--- src/rtl/eth_lane_mux_pkg.sv ---
// Shared types and constants for the multi-lane Ethernet AXI-Stream mux.
package eth_lane_mux_pkg;

    typedef enum logic {
        RxIdle,
        RxPkt
    } rx_state_e;

    typedef enum logic [1:0] {
        TxIdle,
        TxFwd,
        TxDrop
    } tx_state_e;

    localparam int unsigned LINK_UP_BIT = 0;
    localparam int unsigned CNT_W       = 32;
    // tx_lane_sel / stat_lane width and the number of lanes it can address
    localparam int unsigned SEL_W       = 3;
    localparam int unsigned MAX_LANES   = 8;

    // Width of a lane index; at least one bit even for two lanes.
    function automatic int unsigned lane_idx_w(input int unsigned lanes);
        if (lanes <= 2) begin
            return 1;
        end
        return $unsigned($clog2(lanes));
    endfunction

endpackage

--- src/rtl/eth_rr_arbiter.sv ---
// Round-robin arbiter: picks the first requesting lane after ptr_i, wrapping.
module eth_rr_arbiter
    import eth_lane_mux_pkg::*;
#(
    parameter int unsigned Lanes = 4,
    localparam int unsigned IdxW = lane_idx_w(Lanes)
) (
    input  logic [Lanes-1:0] req_i,
    input  logic [IdxW-1:0]  ptr_i,
    output logic [Lanes-1:0] gnt_o,
    output logic [IdxW-1:0]  gnt_idx_o,
    output logic             gnt_valid_o
);

    logic [IdxW-1:0] cand;

    // Scan lanes ptr+1 .. ptr+Lanes (mod Lanes); the last candidate is ptr itself.
    always_comb begin
        gnt_o       = '0;
        gnt_idx_o   = '0;
        gnt_valid_o = 1'b0;
        cand        = '0;
        for (int unsigned off = 1; off <= Lanes; off++) begin
            cand = IdxW'((32'(ptr_i) + off) % Lanes);
            if (!gnt_valid_o && req_i[cand]) begin
                gnt_valid_o = 1'b1;
                gnt_idx_o   = cand;
                gnt_o[cand] = 1'b1;
            end
        end
    end

endmodule

--- src/rtl/eth_axis_lane_mux.sv ---
// SoC Ethernet AXI-Stream port to LANES MAC lanes: packet-atomic round-robin RX
// merge, software-steered TX with drop on link-down or invalid lane.
// Optional per-lane packet/drop counters: define ETH_LANE_MUX_STATS_EN.
module eth_axis_lane_mux
    import eth_lane_mux_pkg::*;
#(
    parameter int unsigned LANES    = 4,
    parameter int unsigned DATA_W   = 64,
    parameter int unsigned STATUS_W = 16,
    localparam int unsigned KEEP_W  = DATA_W / 8
) (
    input  logic                      clock,
    input  logic                      reset,
    input  logic [SEL_W-1:0]          tx_lane_sel,
    input  logic [DATA_W-1:0]         s_tx_tdata,
    input  logic [KEEP_W-1:0]         s_tx_tkeep,
    input  logic                      s_tx_tuser,
    input  logic                      s_tx_tlast,
    input  logic                      s_tx_tvalid,
    output logic                      s_tx_tready,
    output logic [LANES*DATA_W-1:0]   m_tx_tdata,
    output logic [LANES*KEEP_W-1:0]   m_tx_tkeep,
    output logic [LANES-1:0]          m_tx_tuser,
    output logic [LANES-1:0]          m_tx_tlast,
    output logic [LANES-1:0]          m_tx_tvalid,
    input  logic [LANES-1:0]          m_tx_tready,
    input  logic [LANES*DATA_W-1:0]   s_rx_tdata,
    input  logic [LANES*KEEP_W-1:0]   s_rx_tkeep,
    input  logic [LANES-1:0]          s_rx_tuser,
    input  logic [LANES-1:0]          s_rx_tlast,
    input  logic [LANES-1:0]          s_rx_tvalid,
    output logic [LANES-1:0]          s_rx_tready,
    output logic [DATA_W-1:0]         m_rx_tdata,
    output logic [KEEP_W-1:0]         m_rx_tkeep,
    output logic                      m_rx_tuser,
    output logic                      m_rx_tlast,
    output logic                      m_rx_tvalid,
    input  logic                      m_rx_tready,
    input  logic [LANES*STATUS_W-1:0] lane_status,
    output logic [STATUS_W-1:0]       eth_status,
    input  logic [SEL_W-1:0]          stat_lane,
    output logic [CNT_W-1:0]          stat_rx_pkts,
    output logic [CNT_W-1:0]          stat_tx_drops
);

    localparam int unsigned IdxW = lane_idx_w(LANES);

    logic [DATA_W-1:0]   rx_data [LANES];
    logic [KEEP_W-1:0]   rx_keep [LANES];

    // Lane views padded to the full select range; missing lanes read as link-down / zero.
    logic [MAX_LANES-1:0] link_up_pad;
    logic [MAX_LANES-1:0] tx_ready_pad;
    logic [STATUS_W-1:0]  status_pad [MAX_LANES];

    rx_state_e       rx_state_q, rx_state_d;
    logic [IdxW-1:0] rx_gnt_q, rx_gnt_d;
    logic [LANES-1:0] rx_gnt_oh_q, rx_gnt_oh_d;
    logic [IdxW-1:0] rx_ptr_q, rx_ptr_d;
    logic [LANES-1:0] arb_gnt_oh;
    logic [IdxW-1:0] arb_gnt_idx;
    logic            arb_gnt_valid;
    logic            rx_active;
    logic            rx_last_fire;

    tx_state_e        tx_state_q, tx_state_d;
    logic [SEL_W-1:0] tx_lane_q, tx_lane_d;
    logic             tx_fwd;
    logic             tx_drop;
    logic             tx_last_fire;

    logic [STATUS_W-1:0] eth_status_q;

    for (genvar g = 0; g < LANES; g++) begin : gen_lane_io
        assign rx_data[g] = s_rx_tdata[g*DATA_W +: DATA_W];
        assign rx_keep[g] = s_rx_tkeep[g*KEEP_W +: KEEP_W];
        // TX payload is broadcast; only the steered lane sees tvalid.
        assign m_tx_tdata[g*DATA_W +: DATA_W] = s_tx_tdata;
        assign m_tx_tkeep[g*KEEP_W +: KEEP_W] = s_tx_tkeep;
        assign m_tx_tuser[g]  = s_tx_tuser;
        assign m_tx_tlast[g]  = s_tx_tlast;
        assign m_tx_tvalid[g] = tx_fwd & s_tx_tvalid & (tx_lane_q == SEL_W'(g));
    end

    // Build padded per-lane status/ready views.
    always_comb begin
        link_up_pad  = '0;
        tx_ready_pad = '0;
        for (int i = 0; i < MAX_LANES; i++) begin
            status_pad[i] = '0;
        end
        for (int i = 0; i < LANES; i++) begin
            status_pad[i]   = lane_status[i*STATUS_W +: STATUS_W];
            link_up_pad[i]  = status_pad[i][LINK_UP_BIT];
            tx_ready_pad[i] = m_tx_tready[i];
        end
    end

    eth_rr_arbiter #(
        .Lanes(LANES)
    ) u_rx_arb (
        .req_i      (s_rx_tvalid),
        .ptr_i      (rx_ptr_q),
        .gnt_o      (arb_gnt_oh),
        .gnt_idx_o  (arb_gnt_idx),
        .gnt_valid_o(arb_gnt_valid)
    );

    // RX datapath: granted lane routed straight through while a packet is open.
    assign rx_active    = (rx_state_q == RxPkt);
    assign m_rx_tvalid  = rx_active & s_rx_tvalid[rx_gnt_q];
    assign m_rx_tdata   = rx_active ? rx_data[rx_gnt_q] : '0;
    assign m_rx_tkeep   = rx_active ? rx_keep[rx_gnt_q] : '0;
    assign m_rx_tuser   = rx_active & s_rx_tuser[rx_gnt_q];
    assign m_rx_tlast   = rx_active & s_rx_tlast[rx_gnt_q];
    assign s_rx_tready  = rx_active ? (rx_gnt_oh_q & {LANES{m_rx_tready}}) : '0;
    assign rx_last_fire = m_rx_tvalid & m_rx_tready & m_rx_tlast;

    // RX next state: grant is registered in idle and held until the packet's tlast.
    always_comb begin
        rx_state_d  = rx_state_q;
        rx_gnt_d    = rx_gnt_q;
        rx_gnt_oh_d = rx_gnt_oh_q;
        rx_ptr_d    = rx_ptr_q;
        case (rx_state_q)
            RxIdle: begin
                if (arb_gnt_valid) begin
                    rx_gnt_d    = arb_gnt_idx;
                    rx_gnt_oh_d = arb_gnt_oh;
                    rx_state_d  = RxPkt;
                end
            end
            RxPkt: begin
                if (rx_last_fire) begin
                    rx_ptr_d   = rx_gnt_q;
                    rx_state_d = RxIdle;
                end
            end
            default: rx_state_d = RxIdle;
        endcase
    end

    // RX state register; pointer resets to the last lane so lane 0 wins first.
    always_ff @(posedge clock) begin
        if (reset) begin
            rx_state_q  <= RxIdle;
            rx_gnt_q    <= '0;
            rx_gnt_oh_q <= '0;
            rx_ptr_q    <= IdxW'(LANES - 1);
        end else begin
            rx_state_q  <= rx_state_d;
            rx_gnt_q    <= rx_gnt_d;
            rx_gnt_oh_q <= rx_gnt_oh_d;
            rx_ptr_q    <= rx_ptr_d;
        end
    end

    // TX handshake: idle is a decision cycle, drop sinks everything.
    assign tx_fwd       = (tx_state_q == TxFwd);
    assign tx_drop      = (tx_state_q == TxDrop);
    assign s_tx_tready  = tx_fwd ? tx_ready_pad[tx_lane_q] : tx_drop;
    assign tx_last_fire = s_tx_tvalid & s_tx_tready & s_tx_tlast;

    // TX next state: lane and link state are latched once, at packet start.
    always_comb begin
        tx_state_d = tx_state_q;
        tx_lane_d  = tx_lane_q;
        case (tx_state_q)
            TxIdle: begin
                if (s_tx_tvalid) begin
                    tx_lane_d  = tx_lane_sel;
                    tx_state_d = link_up_pad[tx_lane_sel] ? TxFwd : TxDrop;
                end
            end
            TxFwd, TxDrop: begin
                if (tx_last_fire) begin
                    tx_state_d = TxIdle;
                end
            end
            default: tx_state_d = TxIdle;
        endcase
    end

    // TX state register.
    always_ff @(posedge clock) begin
        if (reset) begin
            tx_state_q <= TxIdle;
            tx_lane_q  <= '0;
        end else begin
            tx_state_q <= tx_state_d;
            tx_lane_q  <= tx_lane_d;
        end
    end

    // Status of the currently selected TX lane, one cycle behind the select.
    always_ff @(posedge clock) begin
        if (reset) begin
            eth_status_q <= '0;
        end else begin
            eth_status_q <= status_pad[tx_lane_sel];
        end
    end

    assign eth_status = eth_status_q;

`ifdef ETH_LANE_MUX_STATS_EN
    logic [CNT_W-1:0] rx_pkts_arr  [LANES];
    logic [CNT_W-1:0] tx_drops_arr [LANES];

    for (genvar g = 0; g < LANES; g++) begin : gen_stats
        logic [CNT_W-1:0] rx_pkts_q;
        logic [CNT_W-1:0] tx_drops_q;

        // Saturating per-lane packet and drop counters.
        always_ff @(posedge clock) begin
            if (reset) begin
                rx_pkts_q  <= '0;
                tx_drops_q <= '0;
            end else begin
                if (rx_last_fire && (rx_gnt_q == IdxW'(g)) && (rx_pkts_q != '1)) begin
                    rx_pkts_q <= rx_pkts_q + 1'b1;
                end
                if (tx_drop && tx_last_fire && (tx_lane_q == SEL_W'(g)) &&
                    (tx_drops_q != '1)) begin
                    tx_drops_q <= tx_drops_q + 1'b1;
                end
            end
        end

        assign rx_pkts_arr[g]  = rx_pkts_q;
        assign tx_drops_arr[g] = tx_drops_q;
    end

    // Counter readout; selects beyond the lane count read zero.
    always_comb begin
        stat_rx_pkts  = '0;
        stat_tx_drops = '0;
        for (int i = 0; i < LANES; i++) begin
            if (stat_lane == SEL_W'(i)) begin
                stat_rx_pkts  = rx_pkts_arr[i];
                stat_tx_drops = tx_drops_arr[i];
            end
        end
    end
`else
    logic unused_stat_lane;

    assign unused_stat_lane = ^stat_lane;
    assign stat_rx_pkts     = '0;
    assign stat_tx_drops    = '0;
`endif

endmodule

--- config.mk ---
export PLATFORM = sky130hd
export DESIGN_NAME = eth_axis_lane_mux
export DESIGN_NICKNAME = d
export VERILOG_FILES = /design/src/rtl/eth_lane_mux_pkg.sv /design/src/rtl/eth_rr_arbiter.sv /design/src/rtl/eth_axis_lane_mux.sv
export SDC_FILE = /design/constraint.sdc
export NUM_CORES = 1
export LEC_CHECK = 0
export BUFFER_PORTS_ARGS = -buffer_cell sky130_fd_sc_hd__buf_2
export CAP_MARGIN = 20
export CORE_AREA = 2 2 356 358
export CTS_CLUSTER_SIZE = 24
export DETAILED_ROUTE_END_ITERATION = 7
export DIE_AREA = 0 0 358 360
export HOLD_SLACK_MARGIN = 0.05
export SKIP_CTS_REPAIR_TIMING = 1
export SYNTH_ARGS = -nofsm -noshare
export SYNTH_HDL_FRONTEND = slang
export SYNTH_SLANG_ARGS = --single-unit
--- constraint.sdc ---
create_clock -name clock -period 4.9 [get_ports clock]
set_clock_uncertainty 0.05 [all_clocks]
set_input_delay 0.245 -clock clock [delete_from_list [all_inputs] [get_ports clock]]
set_output_delay 0.245 -clock clock [all_outputs]
set_load 0.01 [all_outputs]
# ---- Word level (Yosys, flattened, before mapping)
# Cells that the tools add are included.
dict set report word_totals {
  ramBits 0
  register_bits 30
  out_inout_bits 460
  mem_bits_ro 0
  memories 0
  latchBits 0
}
dict set report classes {
  div 0
  magnitude_cmp 13
  n_shift 0
  n_mux 58
  eq_ne 7
  bitwise 19
  multipliers 0
  addsub 4
  n_reduce_logical 17
}
# cell count
set ops {}
lappend ops {{$mux W64} 3}
lappend ops {{$bmux W64 S2} 1}
lappend ops {{$bmux W16 S3} 1}
lappend ops {{$mux W16} 2}
lappend ops {{$mux W8} 3}
lappend ops {{$mux W1} 20}
lappend ops {{$mux W4} 5}
lappend ops {{$bmux W8 S2} 1}
lappend ops {{$lt A2 B3 Y1 const B} 5}
lappend ops {{$bmux W1 S2} 7}
lappend ops {{$mux W2} 7}
lappend ops {{$and A1 B1 Y1} 12}
lappend ops {{$or A4 B4 Y4} 3}
lappend ops {{$demux W1 S2} 4}
lappend ops {{$ge A2 B1 Y1 const B} 4}
lappend ops {{$lt A3 B4 Y1 const B} 2}
lappend ops {{$reduce_and A2 Y1} 4}
lappend ops {{$logic_and A1 B1 Y1} 7}
lappend ops {{$bmux W1 S3} 2}
lappend ops {{$eq A3 B2 Y1 const B} 2}
lappend ops {{$add A2 B1 Y2 const B} 2}
lappend ops {{$add A2 B2 Y2 const B} 2}
lappend ops {{$and A4 B4 Y4} 1}
lappend ops {{$ge A4 B4 Y1 const B} 1}
lappend ops {{14 further kinds} 17}

# ---- Logic depth before layout (Yosys ltp)
# Gate-level depths: netlist of the first run.
dict set report depth {
  word_depth 15
  depth_mapped 10
  ltp_nobuf 7
}

# ---- By module
# Synthesis of the first run repeated with hierarchy kept, for this count alone.
dict set report unflattened {
  hier_cells 759
  hier_area_um2 7126.8
}
# module cells_per_inst area_per_inst_um2 instances
set modules_own_cells {}
lappend modules_own_cells {eth_axis_lane_mux 673 6497.5 1}
lappend modules_own_cells {eth_rr_arbiter 86 629.4 1}

# ---- Least setup slack after synthesis of the first run
# OpenSTA, ideal clock, no wires.
dict set report synth_timing {
  kind {register to register}
  startpoint {reg rx_ptr_q[0]}
  endpoint {reg rx_gnt_oh_q[2]}
  path_buffers 3
  slack_ns 2.342
  path_stages_with_launch 11
  arrival_ns 2.369
  required_ns 4.711
  cell_sequence {dfxtp_1 > buf_6 > inv_1 > ha_1 > mux4_2 > buf_2 > nor4_1 > nor2_1 > buf_2 > nor2_1 > a211oi_2}
}
dict set report synth_via {
  elab_chain_len 14
  elab_cells_between_ends 50
}
# element line_no
set synth_rtl {}
lappend synth_rtl {{from (decl)} eth_axis_lane_mux.sv:59} ;# logic [IdxW-1:0] rx_ptr_q, rx_ptr_d;
lappend synth_rtl {{from (signal assigned)} eth_axis_lane_mux.sv:149} ;# rx_ptr_q <= IdxW'(LANES - 1);
lappend synth_rtl {{from (signal assigned)} eth_axis_lane_mux.sv:154} ;# rx_ptr_q <= rx_ptr_d;
lappend synth_rtl {{branches (longest 14 deep; another with $lt A2 B3 Y1)} -}
lappend synth_rtl {{to (signal assigned)} eth_axis_lane_mux.sv:153} ;# rx_gnt_oh_q <= rx_gnt_oh_d;
lappend synth_rtl {{to (decl)} eth_axis_lane_mux.sv:58} ;# logic [LANES-1:0] rx_gnt_oh_q, rx_gnt_oh_d;
# Parallel ways; which one is timed is not known. The select of a mux whose other input is x is not followed.
# A chain may end at the register's enable or synchronous reset.

# ---- Worst setup path after layout of the first run
dict set report layout_timing {
  startpoint {reg rx_ptr_q[0]}
  endpoint {reg rx_gnt_oh_q[3]}
}
# The elaborated chain is that of the path after synthesis.

==> results of run 1 <==
## layout by cell type (no fill, tap or decap), types with 3 or more instances in the layout
master     netlist  layout
diode_2          0      17
nand2_1         11      11
a221o_2          3       3
nor2_1          14      14
buf_4          360       6
clkbuf_16        0       5
nand2b_1         4       4
and3_1          21      21
ha_1            11      11
and2_1          75      75
a211oi_2         5       5
conb_1           1      64
mux2i_1          5       5
a22oi_2          4       4
nand3_1          3       3
dfxtp_1         30      27
buf_2           12     479
a22o_1           3       3
nor2b_1          3       3
inv_1            8       8
a21oi_1          7       7
mux4_2          95      95
## sequential cells by signal, summed over array words and instances, names as in the netlist
register	flops
eth_status	16
rx_active	1
rx_gnt_oh_q	4
rx_gnt_q	2
rx_ptr_q	2
tx_lane_q	3
tx_state_q	2
## logic make-up (layout without fill, tap and decap cells)
| logic type | count (synthesis) | after routing | synth area share |
|---|---|---|---|
| other | 1 | 81 | 0.000540 |
| XOR/XNOR | 1 | 1 | 0.00126 |
| AND/OR/NAND/NOR | 140 | 140 | 0.119 |
| buffers and inverters | 405 | 501 | 0.417 |
| multiplexers | 102 | 102 | 0.321 |
| AO/OA/AOI/OAI | 27 | 27 | 0.0358 |
| flip-flops | 30 | 30 | 0.0865 |
| adder cells (fa/ha/maj) | 11 | 11 | 0.0198 |
## metrics by stage
step                  util  hold slack [ns]  cells  setup WS, ns  cell area [um^2]
finish              0.0723            0.155   2543          1.83              9030
global route        0.0721            0.194   2535          1.46              9010
CTS                 0.0719            0.130   2526          1.77              8990
detailed placement  0.0707            0.437   2518          1.82              8830
global placement    0.0707            0.421   2518          1.86              8830
floorplan                -            0.342    780          2.34              7180
## power groups by stage
stage               Combinational, uW  Clock [uW]  Sequential [uW]
floorplan                         812           0              283
global placement                  852           0              346
detailed placement                863           0              348
CTS                               866         399              343
global route                      931         400              349
finish                            849         363              338
## worst max-delay path by stage
stage | start | to | slack [ns]
final | rx_ptr_q[0]$_SDFFE_PP1P_ | rx_gnt_oh_q[3]$_SDFFE_PP0P_ | 1.83
after floorplan | rx_ptr_q[0]$_SDFFE_PP1P_ | rx_gnt_oh_q[2]$_SDFFE_PP0P_ | 2.34
after CTS | rx_ptr_q[0]$_SDFFE_PP1P_ | rx_gnt_oh_q[3]$_SDFFE_PP0P_ | 1.77
after global placement | rx_ptr_q[0]$_SDFFE_PP1P_ | rx_gnt_oh_q[3]$_SDFFE_PP0P_ | 1.86
after global routing | rx_ptr_q[0]$_SDFFE_PP1P_ | rx_gnt_oh_q[0]$_SDFFE_PP0P_ | 1.46
after detailed placement | rx_ptr_q[0]$_SDFFE_PP1P_ | rx_gnt_oh_q[3]$_SDFFE_PP0P_ | 1.82
## cells in the mapped netlist, types with 2 or more instances
library cell	instances	share of area
ha_1	11	0.020
a211oi_2	5	0.0090
a221o_2	3	0.0049
nand3_1	3	0.0022
nor2b_4	2	0.0040
a22o_1	3	0.0038
and2_1	75	0.068
a22oi_2	4	0.0072
mux2i_1	5	0.0072
mux4_2	95	0.31
buf_1	7	0.0038
nor2b_1	3	0.0027
buf_4	360	0.39
nand2_1	11	0.0059
inv_1	8	0.0043
and3_1	21	0.019
clkbuf_1	17	0.0092
dfxtp_1	30	0.086
nand2b_1	4	0.0036
a21oi_1	7	0.0050
nor3_1	2	0.0014
nor2_1	14	0.0076
buf_2	12	0.0086
## layout make-up
class / count / share of cell area
well taps: 1650 / 0.229
repair buffers: 485 / 0.271
multi-input cells: 345 / 0.409
diodes: 17 / 0.00471
inverters: 8 / 0.00333
flip-flops and latches: 30 / 0.0675
clock buffers: 6 / 0.0154
clock inverters: 2 / 0.00139
## routing by layer
metal  part of all wire  track usage  vias up  wire (um)
met5             0.0038            0        -        201
met1               0.30       0.0709     2727      15800
met3               0.23       0.0770      151      12300
met2               0.43        0.120      765      22800
li1                   -            -     2410          -
met4              0.044       0.0249       34       2330
## worst register-to-register path: stages, from the launching register on
cell      delay [ns]
dfxtp_1         0.72
inv_1           0.26
ha_1            0.43
mux4_2          0.64
nor4_1          0.31
nor2_1          0.24
nor2_1          0.21
a211oi_2        0.06
==> impl_metrics.ini, run 1 <==
[floorplanning]
initial_core_util = 0.0556
die_h_um = 360
core-area_mm2 = 0.125
die_area_mm2 = 0.129
num_rows = 130
io_pins = 912
die_w_um = 358

[worst_setup_path]
cp_data_arrival_time_ns = 3.18
slowest_stage = dfxtp_1
path_cells = inv_1 > ha_1 > mux4_2 > nor4_1 > nor2_1 > nor2_1 > a211oi_2
path_depth = 7
r2r_cells = 7
crit_path_frequent_cell = nor2_1
timing.rr.start = rx_ptr_q[0]$_SDFFE_PP1P_
crit_buf_inv = 1
crit_fanout = 14
timing.rr.end = rx_gnt_oh_q[3]$_SDFFE_PP0P_
crit_required_ns = 5.01
worst-r2r-setup-slack_ns = 1.83
cp-start-kind = flop
end_kind = flop
path_class = flop to flop
critical_path.max_stage_delay_ns = 0.72
cpLargestDelayFamily = simple AND/OR/NAND/NOR gates

[worst_hold_path]
min-delay-start = tx_lane_sel[2]
hp-class = primary input to flop
hold-path-endpoint = tx_lane_q[2]$_SDFFE_PP0P_
hold_depth = 3

[cells_and_area]
area_growth_pct = 30.0
final_nets = 1338
register_area_um2 = 609
fill_cells = 14750
multi_input_area_mm2 = 0.00369
drive_gt1_frac = 0.693

[cts]
cts-root-buf = clkbuf_16
cts_made_buffers = 5
clk_pin_slew_ns = 0.07
cts_max_level = 2
cts_sinks = 30
clk_latency_ns = 0.32
clockBufferDepth = 2
cts_tree = yes

[synth]
mappedNetlistArea_mm2 = 0.00695
synth.avg_cell_area_um2 = 9.69
synth.distinct_cells = 38
ys_warn_count = 0
yosysSeqAreaShare = 0.0865
syn_inst = 717
synth_enable_flop_cells = 0
synth_ff_type = dfxtp_1
ys_ff_latch = 30
async_flop_share = 0

[drt]
drc = 0
antenna_left = 0
wl_um = 53400
via_per_inst = 2.39
first_pass_iters = 5
first_iter_violations = 381
wire_per_inst_um = 21.0
vias = 6087

[power]
seqPwrFrac = 0.218
vdd_drop_max_uv = 122
share_comb_of_total_power = 0.548
finalPower_uw = 1550
clkPwrFrac = 0.234
cellInternalPower_uw = 925
leakage_uw = 0.00376
swShare = 0.403
switchingPower_uw = 625
power_density_mw_per_mm2 = 172

[grt]
grt_pass1_wl_um = 63200
track_usage = 0.0781
grt_pass1_vias = 5912
grt_max_degree = 57
antenna_found_initial = 80
overflow = 0

[sta]
final-setup-viol-count = 0
relSlewSlack = 0.396
period_minus_slack_ns = 3.07
grt_setup_unrepaired = no
tightest_slew_ns = 0.906
fin_setup_tns_ns = 0
fmax_ghz = 0.326
hold_viol = 0
period_share = 0.627
finalMaxSlewViolations = 0

[place]
io_buffers = 479
place.gp.congestion = 0.890
dp_hpwl_um = 49300

[run]
cap_violations = 0

[status]
outcome = complete, no violations
(Power assumes the default switching activity.)
==> inputs of run 2 (changes only) <==
--- a/config.mk
+++ b/config.mk
@@ -7,10 +7,10 @@
 export LEC_CHECK = 0
 export BUFFER_PORTS_ARGS = -buffer_cell sky130_fd_sc_hd__buf_2
 export CAP_MARGIN = 20
-export CORE_AREA = 2 2 356 358
+export CORE_AREA = 2 2 352 354
 export CTS_CLUSTER_SIZE = 24
 export DETAILED_ROUTE_END_ITERATION = 7
-export DIE_AREA = 0 0 358 360
+export DIE_AREA = 0 0 354 356
 export HOLD_SLACK_MARGIN = 0.05
 export SKIP_CTS_REPAIR_TIMING = 1
 export SYNTH_ARGS = -nofsm -noshare
==> constraint.sdc (replaced) <==
create_clock -name clock -period 2.59 [get_ports clock]
set_clock_uncertainty 0.05 [all_clocks]
set_input_delay 0.1295 -clock clock [delete_from_list [all_inputs] [get_ports clock]]
set_output_delay 0.1295 -clock clock [all_outputs]
set_load 0.01 [all_outputs]
==> impl_metrics.ini, run 2 (synthesized netlist as in run 1, its figures left out) <==
[sta]
hold_viol = 0
fmax_ghz = 0.421
relSlewSlack = 0.502
finalMaxSlewViolations = 0
fin_setup_tns_ns = 0
grt_setup_unrepaired = no
final-setup-viol-count = 0
period_share = 0.918
period_minus_slack_ns = 2.38
tightest_slew_ns = 0.747
setup_ws_ns = 0.213

[place]
place.gp.congestion = 0.831
io_buffers = 479
place_inst = 2514
dp_hpwl_um = 44200
pre_cts_ws_ns = 0.164

[grt]
track_usage = 0.0719
top_usage_layer = met2
antenna_found_initial = 48
grt_pass1_vias = 5601
met3_usage = 0.0809
overflow = 0
use_met1 = 0.0611
use_met2 = 0.110
grt_pass1_wl_um = 57800
grt_max_degree = 45

[floorplanning]
die_h_um = 356
num_rows = 129
die_w_um = 354
core-area_mm2 = 0.123
die_area_mm2 = 0.126
io_pins = 912
initial_core_util = 0.0566

[drt]
via_per_inst = 2.40
first_pass_iters = 4
vias = 6067
drc = 0
first_iter_violations = 297
wl_um = 48600
antenna_left = 0
wire_per_inst_um = 19.2

[power]
power_density_mw_per_mm2 = 331
leakage_uw = 0.00382
vdd_drop_max_uv = 227

[worst_setup_path]
crit_required_ns = 2.70
path_class = flop to flop
cp-start-kind = flop
end_kind = flop
cp_data_arrival_time_ns = 2.49
crit_fanout = 12
worst-r2r-setup-slack_ns = 0.21

[cells_and_area]
area_growth_pct = 31.2
final_nets = 1347
final_common_cell = buf_2
mostFrequentLayoutCells = buf_2, mux4_2, and2_1, conb_1, dfxtp_1
finalNonFillerCells = 2533
drive_gt1_frac = 0.697
largest_register_ffs = 16
fill_cells = 14425

[status]
outcome = complete, no violations

[cts]
clk_latency_ns = 0.32
cts_made_buffers = 5
cts_sinks = 30
cts-root-buf = clkbuf_16
clk_pin_slew_ns = 0.07
clockBufferDepth = 2
cts_tree = yes
cts_max_level = 2

[worst_hold_path]
hp-class = primary input to flop

[run]
cap_violations = 0
[run 2: where the power goes]
part	switching [uW]	internal, uW	leakage (uW)
clock network	320	384	0.0000772
logic	846	900	0.00349
registers	63.3	501	0.000248
[run 2: cell type report]
class / count / area [um^2] / area share
multi-input cells: 345 / 3690 / 0.405
repair buffers: 494 / 2560 / 0.281
well taps: 1637 / 2050 / 0.225
flip-flops and latches: 30 / 609 / 0.0668
clock buffers: 6 / 139 / 0.0152
inverters: 8 / 30.0 / 0.00329
diodes: 11 / 27.5 / 0.00302
clock inverters: 2 / 11.3 / 0.00124
[run 2: worst paths after layout]
check	startpoint	endpoint	cells past startpoint
worst max-delay path	rx_ptr_q[0]$_SDFFE_PP1P_	rx_gnt_oh_q[2]$_SDFFE_PP0P_	7
worst min-delay path	tx_lane_sel[2]	tx_lane_q[2]$_SDFFE_PP0P_	3
worst max register to register	rx_ptr_q[0]$_SDFFE_PP1P_	rx_gnt_oh_q[2]$_SDFFE_PP0P_	7
worst min register to register	tx_lane_q[2]$_SDFFE_PP0P_	tx_lane_q[2]$_SDFFE_PP0P_	2
[run 2: layer usage]
layer	share of wire	up-vias
li1	-	2424
met1	0.28	2713
met2	0.44	774
met3	0.24	130
met4	0.033	26
met5	0.0061	-
[run 2: metrics by stage]
| stage | instance area, um^2 | util | power, uW | hold WS, ns |
|---|---|---|---|---|
| after floorplan | 7180 | - | 2070 | 0.227 |
| after global placement | 8940 | 0.0728 | 2320 | 0.209 |
| after detailed placement | 8940 | 0.0728 | 2350 | 0.209 |
| after CTS | 9090 | 0.0741 | 3120 | 0.00864 |
| after global routing | 9100 | 0.0742 | 3250 | 0.0516 |
| final | 9120 | 0.0743 | 3010 | 0.0300 |
[run 2: worst max-delay path, stage by stage, from the launching register on]
cell      delay [ns]
dfxtp_1         0.32
inv_1           0.10
ha_1            0.38
mux4_2          0.57
nor4_1          0.35
nor2_2          0.19
nor2_1          0.21
a211oi_2        0.06
==> inputs of run 3 (changes only) <==
--- a/config.mk
+++ b/config.mk
@@ -7,11 +7,14 @@
 export LEC_CHECK = 0
 export BUFFER_PORTS_ARGS = -buffer_cell sky130_fd_sc_hd__buf_2
 export CAP_MARGIN = 20
-export CORE_AREA = 2 2 352 354
+export CELL_PAD_IN_SITES_DETAIL_PLACEMENT = 2
+export CELL_PAD_IN_SITES_GLOBAL_PLACEMENT = 2
+export CORE_AREA = 2 2 353 355
 export CTS_CLUSTER_SIZE = 24
 export DETAILED_ROUTE_END_ITERATION = 7
-export DIE_AREA = 0 0 354 356
+export DIE_AREA = 0 0 355 357
 export HOLD_SLACK_MARGIN = 0.05
+export PLACE_DENSITY_LB_ADDON = 0.1
 export SKIP_CTS_REPAIR_TIMING = 1
 export SYNTH_ARGS = -nofsm -noshare
 export SYNTH_HDL_FRONTEND = slang
==> impl_metrics.ini, run 3 (synthesized netlist as in run 1, its figures left out) <==
[sta]
tightest_slew_ns = 0.620
finalMaxSlewViolations = 0
setup_ws_ns = 0.194
fin_setup_tns_ns = 0
hold_viol = 0
relSlewSlack = 0.587
period_share = 0.925
period_minus_slack_ns = 2.40
fmax_ghz = 0.417
grt_setup_unrepaired = no
final-setup-viol-count = 0
hold_ws_ns = 0.0696

[grt]
antenna_found_initial = 23
grt_max_degree = 81
grt_pass1_wl_um = 55800
track_usage = 0.0637
grt_pass1_vias = 6399
overflow = 0

[drt]
vias = 5670
first_iter_violations = 125
drc = 0
antenna_left = 0
wire_per_inst_um = 17.0
via_per_inst = 2.25
wl_um = 42900
first_pass_iters = 4

[floorplanning]
io_pins = 912
num_rows = 129
die_h_um = 357
die_w_um = 355
initial_core_util = 0.0565
die_area_mm2 = 0.127
core-area_mm2 = 0.123

[worst_setup_path]
path_class = flop to flop
critical_path.max_stage_delay_ns = 0.52
cp-start-kind = flop
crit_fanout = 10
end_kind = flop
path_cells = inv_1 > ha_1 > mux4_2 > buf_4 > or2_4 > nor2b_4 > a22oi_2 > a211oi_2
cp_data_arrival_time_ns = 2.58
crit_required_ns = 2.77
slowest_stage = mux4_2

[cells_and_area]
final_nets = 1348
largest_register_ffs = 16
finalNonFillerCells = 2525
final_common_cell = buf_2
fill_cells = 14691
mostFrequentLayoutCells = buf_2, mux4_2, and2_1, conb_1, dfxtp_1
post-route-util = 0.0740
area_growth_pct = 31.0
drive_gt1_frac = 0.696

[power]
power_density_mw_per_mm2 = 329
leakage_uw = 0.00382
vdd_drop_max_uv = 178

[place]
io_buffers = 479
pre_cts_ws_ns = 0.0999
dp_hpwl_um = 37100
place.gp.congestion = 0.743
place_inst = 2514

[cts]
clockBufferDepth = 2
cts_made_buffers = 5
clk_latency_ns = 0.31
cts-root-buf = clkbuf_16
clk_pin_slew_ns = 0.06
cts_sinks = 30
cts_max_level = 2
cts_tree = yes

[status]
outcome = complete, no violations

[worst_hold_path]
hp-class = primary input to flop

[run]
cap_violations = 0
run 3: cell types whose count changed in the layout (fill, tap and decap cells not counted):
cell | before | now
buf_4 | 11 | 12
nor2_1 | 13 | 14
clkinvlp_4 | 0 | 1
inv_4 | 1 | 0
dfxtp_2 | 1 | 0
diode_2 | 11 | 2
nor2_2 | 1 | 0
dfxtp_4 | 2 | 3
run 3: layer usage:
layer,share of wire,vias up,routed length [um],global-route usage
li1,-,2409,-,-
met1,0.39,2690,16500,0.0719
met2,0.48,495,20500,0.108
met3,0.12,62,5270,0.0326
met4,0.012,14,513,0.0117
met5,0.0014,-,61,0
run 3: worst max-delay path, delay by kind of cell (launching register included):
family                     cells  cell delay, ns
adders and majority gates      1            0.34
DFF                            1            0.33
AOI/OAI and AO/OA              2            0.33
muxes                          1            0.52
and+or+nand+nor                2            0.48
buffers and inverters          2            0.27
run 3: worst paths after layout:
kind                             start                          end  slack [ns]  depth (start not counted)
max reg2reg   rx_ptr_q[1]$_SDFFE_PP1P_  rx_gnt_oh_q[0]$_SDFFE_PP0P_        0.19                          8
min reg2reg  tx_lane_q[2]$_SDFFE_PP0P_    tx_lane_q[2]$_SDFFE_PP0P_        0.44                          2
max           rx_ptr_q[1]$_SDFFE_PP1P_  rx_gnt_oh_q[0]$_SDFFE_PP0P_        0.19                          8
min                     tx_lane_sel[2]    tx_lane_q[2]$_SDFFE_PP0P_        0.07                          3
run 3: cell type report:
| class | instances | area, um^2 | area share |
|---|---|---|---|
| flip-flops and latches | 30 | 612 | 0.0672 |
| inverters | 8 | 30.0 | 0.00330 |
| multi-input cells | 345 | 3690 | 0.405 |
| well taps | 1637 | 2050 | 0.225 |
| clock inverters | 2 | 12.5 | 0.00137 |
| clock buffers | 6 | 139 | 0.0153 |
| diodes | 2 | 5.00 | 0.000550 |
| repair buffers | 495 | 2570 | 0.282 |
run 3: power breakdown:
group | leakage (uW) | internal (uW) | switching (uW) | total, uW
clock | 0.0000729 | 383 | 300 | 683
sequential | 0.000249 | 501 | 41.8 | 543
combinational | 0.00350 | 903 | 869 | 1770
run 3: metrics by stage:
stage | power (uW) | cell area, um^2
2_1_floorplan | 2070 | 7180
3_3_place_gp | 2420 | 8940
3_5_place_dp | 2410 | 8940
4_1_cts | 3170 | 9090
5_1_grt | 3280 | 9100
6_report | 3000 | 9100
